`config.mk`:
```
export PLATFORM = sky130hd
export DESIGN_NAME = copter_cmd_responder
export DESIGN_NICKNAME = d
export VERILOG_FILES = /design/src/rtl/copter_cmd_responder.sv
export SDC_FILE = /design/constraint.sdc
export NUM_CORES = 1
export LEC_CHECK = 0
export CAP_MARGIN = 40
export CORE_UTILIZATION = 50
export CTS_CLUSTER_SIZE = 20
export DETAILED_ROUTE_END_ITERATION = 7
export PLACE_DENSITY = 0.81
export REMOVE_ABC_BUFFERS = 1
export SLEW_MARGIN = 40
export SYNTH_ARGS = -nofsm -noshare
export SYNTH_HDL_FRONTEND = slang
export SYNTH_SLANG_ARGS = --single-unit
```
`constraint.sdc`:
```
create_clock -name clk -period 2.9 [get_ports clk]
set_clock_uncertainty 0.05 [all_clocks]
set_input_delay 0.29 -clock clk [delete_from_list [all_inputs] [get_ports clk]]
set_output_delay 0.29 -clock clk [all_outputs]
set_load 0.01 [all_outputs]
```
`src/rtl/copter_cmd_responder.sv`:
```
// rtl/copter_cmd_responder.sv - copter-side 3-byte command responder; CMD_WDOG_EN adds a comm-loss watchdog
module copter_cmd_responder #(
    parameter int          SPINUP_W = 25,
    parameter int          WDOG_W   = 26,
    parameter logic [7:0]  POS_ACK  = 8'hA5,
    parameter logic [7:0]  NEG_ACK  = 8'hEE
) (
    input  logic        clk,
    input  logic        rst_n,
    input  logic        cmd_rdy,
    input  logic [7:0]  cmd,
    input  logic [15:0] data,
    output logic        clr_cmd_rdy,
    output logic        send_resp,
    output logic [7:0]  resp,
    input  logic        resp_sent,
    output logic        strt_cnv,
    input  logic        cnv_cmplt,
    input  logic [7:0]  batt,
    output logic        strt_cal,
    input  logic        cal_done,
    output logic        inertial_cal,
    output logic        motors_off,
    output logic [15:0] d_ptch,
    output logic [15:0] d_roll,
    output logic [15:0] d_yaw,
    output logic [8:0]  thrst
);

    typedef enum logic [2:0] {
        IDLE      = 3'd0,
        SPINUP    = 3'd1,
        CAL       = 3'd2,
        BATT      = 3'd3,
        RESP      = 3'd4,
        WAIT_SENT = 3'd5
    } state_t;

    localparam logic [SPINUP_W-1:0] SPIN_ONE = 1;

    state_t              state_q, state_d;
    logic [15:0]         ptch_q, ptch_d, roll_q, roll_d, yaw_q, yaw_d;
    logic [8:0]          thrst_q, thrst_d;
    logic                motors_off_q, motors_off_d;
    logic                inertial_cal_q, inertial_cal_d;
    logic [7:0]          resp_q, resp_d;
    logic                send_resp_q, send_resp_d;
    logic [SPINUP_W-1:0] spin_cnt_q, spin_cnt_d;
    logic                wdog_hit;

`ifdef CMD_WDOG_EN
    localparam logic [WDOG_W-1:0] WDOG_ONE  = 1;
    localparam logic [WDOG_W-1:0] WDOG_LAST = ~WDOG_ONE;

    logic [WDOG_W-1:0] wdog_q, wdog_d;

    // Fires once, on the clock where the counter saturates.
    always_comb begin
        wdog_d   = wdog_q;
        wdog_hit = 1'b0;
        if (cmd_rdy) begin
            wdog_d = '0;
        end else if (wdog_q != '1) begin
            wdog_d   = wdog_q + WDOG_ONE;
            wdog_hit = (wdog_q == WDOG_LAST);
        end
    end

    always_ff @(posedge clk or negedge rst_n) begin
        if (!rst_n) wdog_q <= '0;
        else        wdog_q <= wdog_d;
    end
`else
    assign wdog_hit = 1'b0;
    if (WDOG_W < 1) begin : g_wdog_w_unused
    end
`endif

    always_comb begin
        state_d        = state_q;
        ptch_d         = ptch_q;
        roll_d         = roll_q;
        yaw_d          = yaw_q;
        thrst_d        = thrst_q;
        motors_off_d   = motors_off_q;
        inertial_cal_d = inertial_cal_q;
        resp_d         = resp_q;
        spin_cnt_d     = spin_cnt_q;
        send_resp_d    = 1'b0;
        clr_cmd_rdy    = 1'b0;
        strt_cnv       = 1'b0;
        strt_cal       = 1'b0;

        // A command decoded in the same clock overrides the watchdog zeroing below.
        if (wdog_hit) begin
            ptch_d  = '0;
            roll_d  = '0;
            yaw_d   = '0;
            thrst_d = '0;
        end

        case (state_q)
            IDLE: begin
                if (cmd_rdy) begin
                    clr_cmd_rdy = 1'b1;
                    resp_d      = POS_ACK;
                    state_d     = RESP;
                    case (cmd)
                        8'h01: begin
                            resp_d   = resp_q;
                            strt_cnv = 1'b1;
                            state_d  = BATT;
                        end
                        8'h02: ptch_d  = data;
                        8'h03: roll_d  = data;
                        8'h04: yaw_d   = data;
                        8'h05: thrst_d = data[8:0];
                        8'h06: begin
                            resp_d         = resp_q;
                            motors_off_d   = 1'b0;
                            inertial_cal_d = 1'b1;
                            spin_cnt_d     = '0;
                            state_d        = SPINUP;
                        end
                        8'h07: begin
                            ptch_d  = '0;
                            roll_d  = '0;
                            yaw_d   = '0;
                            thrst_d = '0;
                        end
                        8'h08: motors_off_d = 1'b1;
                        default: resp_d = NEG_ACK;
                    endcase
                end
            end
            SPINUP: begin
                if (&spin_cnt_q) begin
                    strt_cal = 1'b1;
                    state_d  = CAL;
                end else begin
                    spin_cnt_d = spin_cnt_q + SPIN_ONE;
                end
            end
            CAL: begin
                if (cal_done) begin
                    inertial_cal_d = 1'b0;
                    resp_d         = POS_ACK;
                    state_d        = RESP;
                end
            end
            BATT: begin
                if (cnv_cmplt) begin
                    resp_d  = batt;
                    state_d = RESP;
                end
            end
            RESP: begin
                send_resp_d = 1'b1;
                state_d     = WAIT_SENT;
            end
            WAIT_SENT: begin
                if (resp_sent) state_d = IDLE;
            end
            default: state_d = IDLE;
        endcase
    end

    always_ff @(posedge clk or negedge rst_n) begin
        if (!rst_n) begin
            state_q        <= IDLE;
            ptch_q         <= '0;
            roll_q         <= '0;
            yaw_q          <= '0;
            thrst_q        <= '0;
            motors_off_q   <= 1'b1;
            inertial_cal_q <= 1'b0;
            resp_q         <= 8'h00;
            send_resp_q    <= 1'b0;
            spin_cnt_q     <= '0;
        end else begin
            state_q        <= state_d;
            ptch_q         <= ptch_d;
            roll_q         <= roll_d;
            yaw_q          <= yaw_d;
            thrst_q        <= thrst_d;
            motors_off_q   <= motors_off_d;
            inertial_cal_q <= inertial_cal_d;
            resp_q         <= resp_d;
            send_resp_q    <= send_resp_d;
            spin_cnt_q     <= spin_cnt_d;
        end
    end

    assign send_resp    = send_resp_q;
    assign resp         = resp_q;
    assign inertial_cal = inertial_cal_q;
    assign motors_off   = motors_off_q;
    assign d_ptch       = ptch_q;
    assign d_roll       = roll_q;
    assign d_yaw        = yaw_q;
    assign thrst        = thrst_q;

endmodule

```
==> summary.md <==
| Metric | Value |
|---|---|
| Outcome | finished, final reports clean |
| Worst-case reg-to-reg path depth | 7 |
| Antenna diodes | 0 |
| Count of cell types in the netlist | 47 |
| Setup WS post-layout | 0.1134 ns |
| Crit path DAT | 2.45 ns |
| Root buffer cell | clkbuf_8 |
| Routed WL | 10550 um |
| Final instance area | 0.005937 mm^2 |
| Hold crit path type | in -> reg |
| Starting density of the core | 0.5150 |
| DP Cell Count | 600 |
| HPWL after DPL | 7254 um |
| Hold Crit Start | batt[4] |
| Relative slew slack | 0.5729 |
| Synthesis-to-layout area growth | 32.84% |
| RSZ-0062 raised after global routing | false |
| First-pass GRT wire length | 17220 um |
| Seq/Total Area, Yosys | 0.5378 |
| CTS buffer count | 9 |
| Drc violations | 0 |
| Worst-path maximum fanout | 13 |
| Clock transition at path regs | 0.10 ns |
| Core Area | 0.008678 mm^2 |
| Share of cells above drive strength 1 | 0.2043 |
| Clk sinks | 96 |
| Warnings, synthesis | 0 |
| Ys flop type | dfrtp_1 |
| Post-Syn Area | 0.004469 mm^2 |
| Placement Rows | 34 |
| Vias per cell | 5.640 |
| TNS Setup | 0 ns |
| Initial DRC Count | 130 |
| Drt first pass iters | 4 |
| DIE AREA | 0.009321 mm^2 |
| Largest net degree at the start of global routing | 97 |
| Synth Register Bits | 96 |
| Worst Path Required | 2.56 ns |
| Input/output buffers | 108 |
| Post-DP Area | 0.005719 mm^2 |
| Non-filler instance count after layout | 617 |
| Vias in the first global route | 3554 |
| Worst Hold Endpoint | resp[4]$_DFFE_PN0P_ |
| Max-Cap Viols | 0 |
| Final period util | 0.9609 |
| Setup crit end kind | output port |
| Initial antenna violation count | 0 |
| Drt wl/cell | 17.09 um |
| R2R Setup Slk | 0.43 ns |
| Placer congestion estimate | 0.8529 |
| Chip width | 96.55 um |
| CTS tree | done |
| Most frequent cells in the layout | clkdlybuf4s50_1 (107), dfrtp_1 (92), mux2_2 (61) |
| Count of final setup violators | 0 |
| Tmin final | 2.787 ns |
| Antenna-violating nets left | 0 |
| DIE HEIGHT | 96.55 um |
| Nets | 543 |
| Pre-CTS setup slack | 0.1859 ns |
| Clock Tree Buf Depth | 2 |
| Mapped Cells | 391 |
| Slew @ Worst Pin | 0.6348 ns |
| Later-pin clock latency in the skew report | 0.36 ns |
| Max-slew violation count | 0 |
| Crit path kind | reg -> out |
| I/O pin count | 109 |
| Vias | 3480 |
| Async S/R FF share, synth | 1.000 |
| Hold Crit Depth | 3 |
| Worst hold slack | 0.4178 ns |
| Mapped Avg Cell Area | 11.43 um^2 |
| Pwr Density | 625.4 mW/mm^2 |
| Reg-to-Reg End | spin_cnt_q[7]$_DFFE_PN0P_ |
| FMAX | 358.9 MHz |
| # H-tree levels | 3 |
| Reg2reg start | spin_cnt_q[0]$_DFFE_PN0P_ |
| P_leak | 2.737 nW |
| GRT Util Overall | 0.2461 |
| Most common cell after layout, fill and taps aside | clkdlybuf4s50_1 |
| Fin. Hold Viols | 0 |
| Total congestion overflow | 0 |
| CP startpoint kind | flip-flop |
| Maximum VDD drop | 0.2944 mV |
| EDFF count, synth | 0 |
==> report_power, final <==
group | switching (mW) | leakage, nW | internal (mW)
Combinational | 0.572 | 1.37 | 0.579
Clock | 0.501 | 0.0854 | 0.326
Sequential | 0.190 | 1.28 | 1.54
Total | 1.26 | 2.74 | 2.45
==> cell families (layout without fill, tap and decap cells) <==
logic type               after synthesis  count (layout)  share of synthesized area
buffers and inverters                 32             150                    0.03219
XOR/XNOR                               4               4                   0.007840
AND/OR/NAND/NOR                      132             132                     0.1652
adder cells (fa/ha/maj)                1               1                   0.002799
flip-flops                            96              96                     0.5378
AO/OA/AOI/OAI                         60              60                    0.08931
multiplexers                          66              66                     0.1649
==> synth_stat cells (3+ instances only) <==
master	count	area, um^2
and3_1	11	68.82
clkbuf_1	9	33.78
or3_1	10	62.56
or4_1	3	22.52
and4_1	3	26.28
nand2_1	24	90.09
a211o_1	9	78.83
buf_2	7	35.03
a21oi_1	17	85.08
nand3_1	14	70.07
inv_1	12	45.04
mux2_2	61	686.9
dfrtp_1	95	2377
o21ai_0	12	60.06
nand4_1	4	25.02
nor4_1	6	37.54
buf_4	4	30.03
nor2_1	12	45.04
and2_1	4	25.02
a31oi_1	7	43.79
nor2b_1	17	106.4
mux2i_1	5	50.05
nor3_1	14	70.07
==> area by class of cell <==
| type | instances | area, um^2 |
|---|---|---|
| inverters | 12 | 45.04 |
| repair buffers | 122 | 1224 |
| clock inverters | 6 | 52.55 |
| multi-input cells | 263 | 1946 |
| flip-flops and latches | 96 | 2407 |
| fillers | 659 | 2741 |
| clock buffers | 10 | 127.6 |
| well taps | 108 | 135.1 |
==> per-layer routing <==
layer,up-vias,global-route usage,share of wire
met5,-,0,0
met4,0,0.07475,0.016
met3,12,0.09859,0.069
met2,94,0.3955,0.47
met1,1720,0.3051,0.45
li1,1654,-,-
==> per-stage QoR <==
stage / power (mW) / util
after floorplan: 2.306 / -
final: 3.713 / 0.6841
after detailed placement: 2.889 / 0.6590
after global routing: 3.935 / 0.6841
after CTS: 3.727 / 0.6812
after global placement: 2.849 / 0.6590
==> critical path, cell delays in order (launching register included) <==
cell and delay (ns):
dfrtp_2 0.49, or4b_1 0.54, inv_1 0.11, and3_4 0.25
and2_1 0.13, clkdlybuf4s50_1 0.55
==> state kept, by name, summed over array words and instances (netlist names) <==
name	cells
state_q	3
spin_cnt_q	25
motors_off	1
inertial_cal	1
d_ptch	16
send_resp	1
d_yaw	16
resp	8
d_roll	16
thrst	9
==> worst max path at each step <==
stage,start,endpoint,slack [ns],cells past startpoint
floorplan,state_q[0]$_DFFE_PN0P_,spin_cnt_q[19]$_DFFE_PN0P_,0.40,5
global placement,cmd_rdy,strt_cnv,0.25,6
detailed placement,cmd_rdy,strt_cnv,0.19,6
CTS,state_q[1]$_DFFE_PN0P_,strt_cnv,0.04,5
global route,spin_cnt_q[0]$_DFFE_PN0P_,strt_cal,0.008,6
finish,state_q[1]$_DFFE_PN0P_,strt_cnv,0.11,5
==> timing repair <==
action,in CTS,in global routing
setup endpoints to repair,2,2
hold buffers,1,0
resized for setup,2,7
endpoints found under the hold margin,95,0
setup buffers,0,0
Power figures use the tool's default switching activity.
